<file path="config.mk">
export PLATFORM = sky130hd
export DESIGN_NAME = spectrum_draw_ctrl_flat
export DESIGN_NICKNAME = d
export VERILOG_FILES = /design/src/rtl/spectrum_draw_if.sv /design/src/rtl/spectrum_draw_ctrl.sv /design/src/flat_wrapper.sv
export SDC_FILE = /design/constraint.sdc
export NUM_CORES = 1
export LEC_CHECK = 0
export ABC_AREA = 0
export BUFFER_PORTS_ARGS = -buffer_cell sky130_fd_sc_hd__buf_4
export CAP_MARGIN = 10
export CELL_PAD_IN_SITES_DETAIL_PLACEMENT = 1
export CELL_PAD_IN_SITES_GLOBAL_PLACEMENT = 1
export CORE_UTILIZATION = 45
export DETAILED_ROUTE_END_ITERATION = 12
export GPL_ROUTABILITY_DRIVEN = 1
export PLACE_DENSITY_LB_ADDON = 0.1
export SYNTH_ARGS = -nofsm -noshare
export SYNTH_HDL_FRONTEND = slang
export SYNTH_SLANG_ARGS = --single-unit
</file>
<file path="constraint.sdc">
create_clock -name clk -period 13.9 [get_ports clk]
set_input_delay 4.17 -clock clk [delete_from_list [all_inputs] [get_ports clk]]
set_output_delay 4.17 -clock clk [all_outputs]
set_load 0.02 [all_outputs]
</file>
<file path="src/rtl/spectrum_draw_if.sv">
// Bin stream, Avalon-MM pixel write master and buffer-swap handshake
// master: the draw controller side; slave: FFT source, SDRAM and pixel DMA
interface spectrum_draw_if #(
  parameter int MAG_W = 16
);
  logic [MAG_W-1:0] bin_mag;
  logic             bin_valid;
  logic             bin_ready;
  logic [31:0]      m_address;
  logic [15:0]      m_writedata;
  logic             m_write;
  logic             m_waitrequest;
  logic             swap_req;
  logic             swap_done;

  modport master (
    input  bin_mag,
    input  bin_valid,
    output bin_ready,
    output m_address,
    output m_writedata,
    output m_write,
    input  m_waitrequest,
    output swap_req,
    input  swap_done
  );

  modport slave (
    output bin_mag,
    output bin_valid,
    input  bin_ready,
    input  m_address,
    input  m_writedata,
    input  m_write,
    output m_waitrequest,
    input  swap_req,
    output swap_done
  );
endinterface

</file>
<file path="src/rtl/spectrum_draw_ctrl.sv">
// Spectrum bar renderer: load NUM_BARS bins, draw bars into back buffer, swap.
// Ports: clk, reset (sync, high), enable, colours, bus (bins/Avalon/swap), busy, frame_count
module spectrum_draw_ctrl #(
  parameter int          H_RES     = 320,
  parameter int          V_RES     = 240,
  parameter int          NUM_BARS  = 32,
  parameter int          MAG_W     = 16,
  parameter int          MAG_SHIFT = 8,
  parameter logic [31:0] BASE_ADDR = 32'h0000_0000
) (
  input  logic                  clk,
  input  logic                  reset,
  input  logic                  enable,
  input  logic [15:0]           bar_color,
  input  logic [15:0]           bg_color,
  spectrum_draw_if.master       bus,
  output logic                  busy,
  output logic [7:0]            frame_count
);

  localparam int BAR_W = H_RES / NUM_BARS;
  localparam int XW = (H_RES > 1) ? $clog2(H_RES) : 1;
  localparam int YW = (V_RES > 1) ? $clog2(V_RES) : 1;
  localparam int BW = (NUM_BARS > 1) ? $clog2(NUM_BARS) : 1;
  localparam int CW = (BAR_W > 1) ? $clog2(BAR_W) : 1;
  localparam int HW = $clog2(V_RES + 1);

  typedef enum logic [1:0] {
    IDLE,
    LOAD,
    DRAW,
    SWAP
  } state_t;

  state_t state, state_nx;

  logic [HW-1:0]    h [NUM_BARS];
  logic [BW-1:0]    bin_idx;
  logic [XW-1:0]    x;
  logic [YW-1:0]    y;
  logic [BW-1:0]    bar;
  logic [CW-1:0]    col;
  logic [31:0]      addr;
  logic [15:0]      bar_q;
  logic [15:0]      bg_q;
  logic             swap_q;

  logic             pix_acc;
  logic             last_bin;
  logic             last_pix;
  logic             lit;
  logic [MAG_W-1:0] mag_sh;
  logic [HW-1:0]    h_new;
  logic [HW:0]      h_sum;

  assign mag_sh   = bus.bin_mag >> MAG_SHIFT;
  assign h_new    = (mag_sh >= MAG_W'(V_RES)) ? HW'(V_RES) : HW'(mag_sh);
  assign last_bin = (bin_idx == BW'(NUM_BARS - 1));
  assign last_pix = (x == XW'(H_RES - 1)) && (y == YW'(V_RES - 1));
  assign pix_acc  = (state == DRAW) && !bus.m_waitrequest;

  // y >= V_RES - h rewritten as y + h >= V_RES to stay unsigned
  assign h_sum = (HW+1)'(y) + (HW+1)'(h[bar]);
  assign lit   = (h_sum >= (HW+1)'(V_RES)) && (col != CW'(BAR_W - 1));

  assign bus.m_address = addr;
  assign bus.swap_req  = swap_q;

  always_ff @(posedge clk) begin
    if (reset) state <= IDLE;
    else       state <= state_nx;
  end

  always_comb begin
    state_nx        = state;
    bus.bin_ready   = 1'b0;
    bus.m_write     = 1'b0;
    bus.m_writedata = 16'h0000;
    busy            = (state != IDLE);
    unique case (state)
      IDLE: begin
        if (enable) state_nx = LOAD;
      end
      LOAD: begin
        bus.bin_ready = 1'b1;
        if (bus.bin_valid && last_bin) state_nx = DRAW;
      end
      DRAW: begin
        bus.m_write     = 1'b1;
        bus.m_writedata = lit ? bar_q : bg_q;
        if (pix_acc && last_pix) state_nx = SWAP;
      end
      SWAP: begin
        if (bus.swap_done) state_nx = IDLE;
      end
      default: state_nx = IDLE;
    endcase
  end

  always_ff @(posedge clk) begin
    if (reset) begin
      for (int i = 0; i < NUM_BARS; i++) h[i] <= '0;
      bin_idx     <= '0;
      x           <= '0;
      y           <= '0;
      bar         <= '0;
      col         <= '0;
      addr        <= BASE_ADDR;
      bar_q       <= 16'h0000;
      bg_q        <= 16'h0000;
      swap_q      <= 1'b0;
      frame_count <= 8'd0;
    end else begin
      swap_q <= 1'b0;
      if (state == IDLE && enable) begin
        bar_q   <= bar_color;
        bg_q    <= bg_color;
        bin_idx <= '0;
      end
      if (state == LOAD && bus.bin_valid) begin
        h[bin_idx] <= h_new;
        bin_idx    <= bin_idx + BW'(1);
      end
      if (pix_acc) begin
        addr <= addr + 32'd2;
        if (x == XW'(H_RES - 1)) begin
          x   <= '0;
          col <= '0;
          bar <= '0;
          y   <= last_pix ? '0 : y + YW'(1);
        end else begin
          x <= x + XW'(1);
          if (col == CW'(BAR_W - 1)) begin
            col <= '0;
            bar <= bar + BW'(1);
          end else begin
            col <= col + CW'(1);
          end
        end
        // rewind for the next frame and raise the one-cycle swap request
        if (last_pix) begin
          addr   <= BASE_ADDR;
          swap_q <= 1'b1;
        end
      end
      if (state == SWAP && bus.swap_done) frame_count <= frame_count + 8'd1;
    end
  end

endmodule

</file>
<file path="src/flat_wrapper.sv">
// flat-port wrapper written by rule: the top's interface ports become plain ports
module spectrum_draw_ctrl_flat 
#(
  parameter int          H_RES     = 320,
  parameter int          V_RES     = 240,
  parameter int          NUM_BARS  = 32,
  parameter int          MAG_W     = 16,
  parameter int          MAG_SHIFT = 8,
  parameter logic [31:0] BASE_ADDR = 32'h0000_0000
)
  (clk, reset, enable, bar_color, bg_color, busy, frame_count, bus_bin_mag, bus_bin_valid, bus_bin_ready, bus_m_address, bus_m_writedata, bus_m_write, bus_m_waitrequest, bus_swap_req, bus_swap_done);
  spectrum_draw_if #(.MAG_W(MAG_W)) bus_i ();
  input  logic clk;
  input  logic reset;
  input  logic enable;
  input  logic [15:0] bar_color;
  input  logic [15:0] bg_color;
  output logic busy;
  output logic [7:0] frame_count;
  input wire logic [$bits(bus_i.bin_mag)-1:0] bus_bin_mag;
  input wire logic [$bits(bus_i.bin_valid)-1:0] bus_bin_valid;
  output wire logic [$bits(bus_i.bin_ready)-1:0] bus_bin_ready;
  output wire logic [$bits(bus_i.m_address)-1:0] bus_m_address;
  output wire logic [$bits(bus_i.m_writedata)-1:0] bus_m_writedata;
  output wire logic [$bits(bus_i.m_write)-1:0] bus_m_write;
  input wire logic [$bits(bus_i.m_waitrequest)-1:0] bus_m_waitrequest;
  output wire logic [$bits(bus_i.swap_req)-1:0] bus_swap_req;
  input wire logic [$bits(bus_i.swap_done)-1:0] bus_swap_done;
  assign bus_i.bin_mag = bus_bin_mag;
  assign bus_i.bin_valid = bus_bin_valid;
  assign bus_bin_ready = bus_i.bin_ready;
  assign bus_m_address = bus_i.m_address;
  assign bus_m_writedata = bus_i.m_writedata;
  assign bus_m_write = bus_i.m_write;
  assign bus_i.m_waitrequest = bus_m_waitrequest;
  assign bus_swap_req = bus_i.swap_req;
  assign bus_i.swap_done = bus_swap_done;
  spectrum_draw_ctrl #(.H_RES(H_RES), .V_RES(V_RES), .NUM_BARS(NUM_BARS), .MAG_W(MAG_W), .MAG_SHIFT(MAG_SHIFT), .BASE_ADDR(BASE_ADDR)) u_core (.clk(clk), .reset(reset), .enable(enable), .bar_color(bar_color), .bg_color(bg_color), .bus(bus_i), .busy(busy), .frame_count(frame_count));
endmodule
</file>
# Yosys cells after proc, flatten, opt, wreduce, memory -nomap -nowiden

Memories as Yosys holds them, arrays and structs flattened. A register that Yosys moved wholly into a read port is not among the register bits.
Cells that the tools add are included.

ROM bits: 0
Latch bits: 0
Word-level logic and storage cells: 83
Flip-flop bits (word level): 106
Output and inout bits: 60
Memories: 1
Memory bits (writable): 256

Memories:

| memory   | depth | bits a word | rd ports | clocked after memory_dff | write ports | RTL line                 | source |
|---|---|---|---|---|---|---|---|
| u_core.h | 32    | 8           | 1        | 1                        | 32          | spectrum_draw_ctrl.sv:37 | `logic [HW-1:0] h [NUM_BARS];` |

Add/sub/neg operators: 8
Order comparisons: 2
Reductions and logical operators: 18
Divide/modulo/power cells: 0
Multiplexer cells: 30
Shift-type cells: 0
Multipliers: 0
Bitwise gates (word level): 1
Equal/unequal tests: 12

Operators by type and width:

| kind                  | number |
|---|---|
| $mux 5                | 7 |
| $add 32x2->32 const B | 1 |
| $mux 16               | 2 |
| $mux 32               | 1 |
| $mux 8                | 3 |
| $add 8x1->8 const B   | 2 |
| $add 5x1->5 const B   | 2 |
| $add 8x8->9           | 1 |
| $add 9x1->9 const B   | 1 |
| $eq 9x9->1 const B    | 1 |
| $ge 9x8->1 const B    | 1 |
| $mux 1                | 9 |
| $mux 9                | 1 |
| $eq 8x8->1 const B    | 1 |
| $ge 8x8->1 const B    | 1 |
| $logic_and 1x1->1     | 8 |
| $mux 2                | 4 |
| $mux 4                | 2 |
| $pmux 2 s4            | 1 |
| $reduce_or 8->1       | 1 |
| $ne 2x2->1 const B    | 3 |
| $reduce_bool 2->1     | 3 |
| $eq 5x5->1 const B    | 1 |
| $add 4x1->4 const B   | 1 |
| 11 further kinds      | 13 |

# Depth between registers and ports, before layout

Depth after elaboration: 7
Depth in mapped cells: 15
Depth with buffers taken out: 12

# Worst setup path after synthesis

Ideal clock, no wire load.

Kind: register -> output
Start point: register with a tool-made name
End point: output port bus_m_writedata[10]
Path buffers: 3
Setup slack: 5.619 ns
Cell stages (with the launch flop): 16
Arrival time: 4.111 ns
Data required time: 9.730 ns
Cells stage by stage: dfxtp_1 -> buf_2 -> buf_2 -> mux4_2 -> mux4_2 -> mux2i_1 -> inv_1 -> ha_1 -> a211oi_1 -> o21ai_1 -> a31o_2 -> nor4_1 -> o31ai_1 -> a21oi_4 -> buf_6 -> mux2i_1

RTL lines:

| element       | RTL line           | source |
|---|---|---|
| end, declared | flat_wrapper.sv:24 | `output wire logic [$bits(bus_i.m_writedata)-1:0] bus_m_writedata;` |

==> reports/metrics.csv <==
stage,metric,value,unit
detailed_routing,dr.first_iter.drc_count,535,
final_layout,num_antenna_cells,0,
power_and_ir_drop,power_leakage,7.22,nW
worst_setup_path,cp_cell_sequence,"buf_4, mux4_2, mux4_2, mux2i_1, inv_1, ha_1, a211oi_1, o21ai_1, a31o_2, nor4_1, o31ai_1, a21oi_4, mux2i_1, buf_4",
flow_run,maxCapViolations,0,
cts,cts_repair_resize_count,0,
global_routing,grt_util_all_layers,0.218,
synthesis,synthesis.area,0.0167,mm²
worst_setup_path,cp-start-kind,flop,
worst_hold_path,timing.hold.worst_endpoint,u_core.bar_q[13]$_SDFFE_PP0P_,
worst_setup_path,timing.setup.critical_path_class,reg -> out,
timing,tns,0,ns
final_layout,area.growth.synth_to_final,14.1,%
cts,maximum_level_of_the_cts_h_tree,2,
power_and_ir_drop,net_switching_power_of_the_design,0.000616,W
detailed_routing,avgViaCountPerCell,5.54,
synthesis,post_synth.cell_area_avg,12.2,µm²
worst_setup_path,timing.critical_path.slowest_cell_delay,0.90,ns
synthesis,ys.warnings.count,0,
worst_setup_path,r2r.worst_path.cells,11,
floorplan,design.die.area,0.0380,mm²
cts,cts_buffers,41,
detailed_routing,drt_drc_violations_left,0,
synthesis,synthArstFlopShare,0,
timing,finalWorstSetupSlack,3.71,ns
synthesis,syn-instance-count,1378,
floorplan,start_util,0.457,
detailed_routing,routed_wl,40400,µm
synthesis,postSynthNetCount,1458,
detailed_routing,routedWlPerCell,20.9,µm
place,dp_hpwl,25600,µm
final_layout,leading_cell_type_in_the_layout_fill_and_taps_excluded,sky130_fd_sc_hd__edfxtp_1,
synthesis,ys_top_cells_by_area,"sky130_fd_sc_hd__edfxtp_1 (46%), sky130_fd_sc_hd__dfxtp_1 (13%), sky130_fd_sc_hd__mux4_2 (11%), sky130_fd_sc_hd__and3_1 (5.0%), sky130_fd_sc_hd__nor2_1 (4.8%)",
detailed_routing,drtPass1Iterations,5,
floorplan,placement_row_count,70,
status,outcome,finished clean,
floorplan,boundaryPins,114,
final_layout,final_cell_mix,"sky130_fd_sc_hd__edfxtp_1 (256), sky130_fd_sc_hd__nor2_1 (213), sky130_fd_sc_hd__nand2_1 (154), sky130_fd_sc_hd__and3_1 (133), sky130_fd_sc_hd__buf_4 (122)",
final_layout,utilization,0.522,
place,io_buffer_count,104,
floorplan,coreArea,0.0366,mm²
cts,cts_num_sinks,366,
power_and_ir_drop,cell_internal_pwr,0.00192,W
place,dp_worst_setup_slack,4.15,ns
global_routing,antenna_found_initial,0,
worst_hold_path,timing.hold.worst.start,u_core.bar_q[13]$_SDFFE_PP0P_,
cts,cts_hold_repair.buffers,0,
cts,clockRootBuffer,sky130_fd_sc_hd__clkbuf_16,
timing,fin_hold_ws,0.453,ns
cts,clk_pin_slew,0.06,ns
worst_setup_path,regToRegSetupSlack,10.44,ns
power_and_ir_drop,share_of_total_power_in_the_clock_network,0.417,
power_and_ir_drop,share_seq_of_total_power,0.491,
power_and_ir_drop,final_total_power,0.00254,W
timing,min_period_over_period,0.733,
final_layout,fill_cells,3758,
cts,clkLatencyLatePin,0.55,ns
synthesis,yosysTopAreaCell,sky130_fd_sc_hd__edfxtp_1,
timing,setup-violations-final,0,
synthesis,synth-edff-count,256,
worst_hold_path,timing.hold.worst_path_depth,2,
worst_setup_path,worst_ep_required,9.73,ns
detailed_routing,drtAntennaViolNets,0,
global_routing,pin_count_of_the_biggest_net_entering_global_routing,71,
timing,unrepaired_setup_endpoints_after_global_routing,no,
synthesis,ys_ff_latch,366,
timing,min_period,10.19,ns
synthesis,synth_cell_types,55,
global_routing,grt_remaining_overflow,0,
power_and_ir_drop,power_frac_comb,0.092,
timing,achievable-frequency,98.1,MHz
floorplan,die-width,195,µm
cts,clockBufferDepth,3,
worst_setup_path,r2r-start,u_core.state[0]$_SDFFE_PP0P_,
power_and_ir_drop,swShare,0.243,
timing,final-max-slew-violation-count,0,
power_and_ir_drop,power_density,133,mW/mm²
timing,tightestPinTransition,1.13,ns
timing,max_slew_margin,0.243,
place,place.gp.congestion,0.739,
worst_setup_path,worstReg2RegEnd,u_core.bus.m_address[29]$_SDFFE_PP0P_,
timing,final_hold_viol_count,0,
worst_setup_path,critical-path-slowest-cell,sky130_fd_sc_hd__dfxtp_4,
global_routing,grt_first_pass_wirelength,64100,µm
worst_setup_path,crit_path_max_fanout,40,
power_and_ir_drop,vdd_ir_drop_max,0.000101,V
synthesis,synth_sequential_area_ratio,0.591,
worst_setup_path,worstSetupEndpointType,primary output,
synthesis,area_share_of_the_leading_cell_type_in_the_synthesized_netlist,0.459,
worst_setup_path,critical_path_arrival,6.02,ns
final_layout,final_layout_size_suffix_gt1_frac,0.190,
timing,fin_skew,0.0149,ns
worst_hold_path,min-delay-path-class,reg -> reg,
final_layout,num-nets-final,1512,
synthesis,yosys_most_used_dff,sky130_fd_sc_hd__edfxtp_1,
cts,cts.repair_timing.setup_buffer_count,0,
global_routing,number_of_global_route_vias_before_repair,11200,
detailed_routing,vias,10700,
cts,tritoncts,yes,
floorplan,chipHeight,195,µm
## critical path: cells and delay by family (launching register included)
family / cells / cell delay [ns]
buffers and inverters: 3 / 0.85
adder cells (fa/ha/maj): 1 / 0.28
flip-flops: 1 / 0.90
multiplexers: 4 / 1.76
AND/OR/NAND/NOR: 1 / 0.18
AO/OA/AOI/OAI: 5 / 1.47
## cells by family after synthesis
logic type | Yosys count | share of synthesized area
AOI/OAI and AO/OA | 71 | 0.0250
xor gates and xnor gates | 57 | 0.0298
adders and majority gates | 26 | 0.0199
buffers and inverters | 127 | 0.0308
DFF | 366 | 0.591
muxes | 107 | 0.124
other | 1 | 0.000224
and+or+nand+nor | 623 | 0.180
## metal layers
metal  vias to the layer above  track usage  part of all wire
li1                       5045            -                 -
met1                      5398        0.290              0.45
met2                       187        0.367              0.49
met3                        64       0.0304             0.034
met4                         0       0.0688             0.025
met5                         -            0                 0
## registers in the layout (all words and copies together), names as in the netlist, 4 cells and up, named ones only
signal,count
u_core.frame_count,8
u_core.bg_q,16
u_core.x,9
u_core.bus.m_address,31
u_core.bar,5
u_core.h,256
u_core.bar_q,16
u_core.bin_idx,5
u_core.y,8
u_core.col,4
## layout make-up
type	count	area, µm²	share of cell area
Clock buffer	58	1120	0.0586
Clock inverter	17	181	0.00949
Tap cell	468	586	0.0306
Inverter	16	60.1	0.00314
Sequential cell	366	9890	0.518
Multi-Input combinational cell	885	6350	0.332
Timing Repair Buffer	122	916	0.0479
## Yosys cell counts (all sizes together) (2+ instances only)
master / count
or4: 3
edfxtp: 256
and4: 4
nor2b: 3
mux2: 7
nor3b: 4
nand3: 23
xor2: 33
clkbuf: 88
nor2: 215
nor3: 10
nand2: 156
and2: 7
buf: 23
dfxtp: 110
mux4: 80
a32oi: 2
or3: 3
a21o: 2
mux2i: 20
and3: 133
o21ai: 7
a211oi: 2
o31ai: 2
xnor2: 24
nand4b: 2
ha: 25
a21oi: 46
nand2b: 36
inv: 16
and3b: 4
nand4: 16
## power groups by stage
| stage | registers [W] | clock network [W] | logic (W) |
|---|---|---|---|
| after floorplan | 0.00126 | 0 | 0.000159 |
| after global placement | 0.00126 | 0 | 0.000231 |
| after detailed placement | 0.00127 | 0 | 0.000236 |
| after CTS | 0.00125 | 0.00108 | 0.000238 |
| after global routing | 0.00125 | 0.00112 | 0.000260 |
| final | 0.00125 | 0.00106 | 0.000234 |
## worst max path at each step
stage / depth (start not counted) / endpoint / slack [ns]
after detailed placement: 14 / bus_m_writedata[2] / 4.15
after global placement: 14 / bus_m_writedata[5] / 4.23
after global routing: 14 / bus_m_writedata[2] / 3.26
after CTS: 14 / bus_m_writedata[2] / 3.57
after floorplan: 15 / bus_m_writedata[10] / 5.62
final: 14 / bus_m_writedata[2] / 3.71
## stage by stage
stage,instances,instance area [µm²]
after floorplan,1378,16700
after detailed placement,1857,17800
after global routing,1932,19100
after CTS,1932,19100
after global placement,1857,17800
final,1932,19100
(Power assumes the default switching activity.)
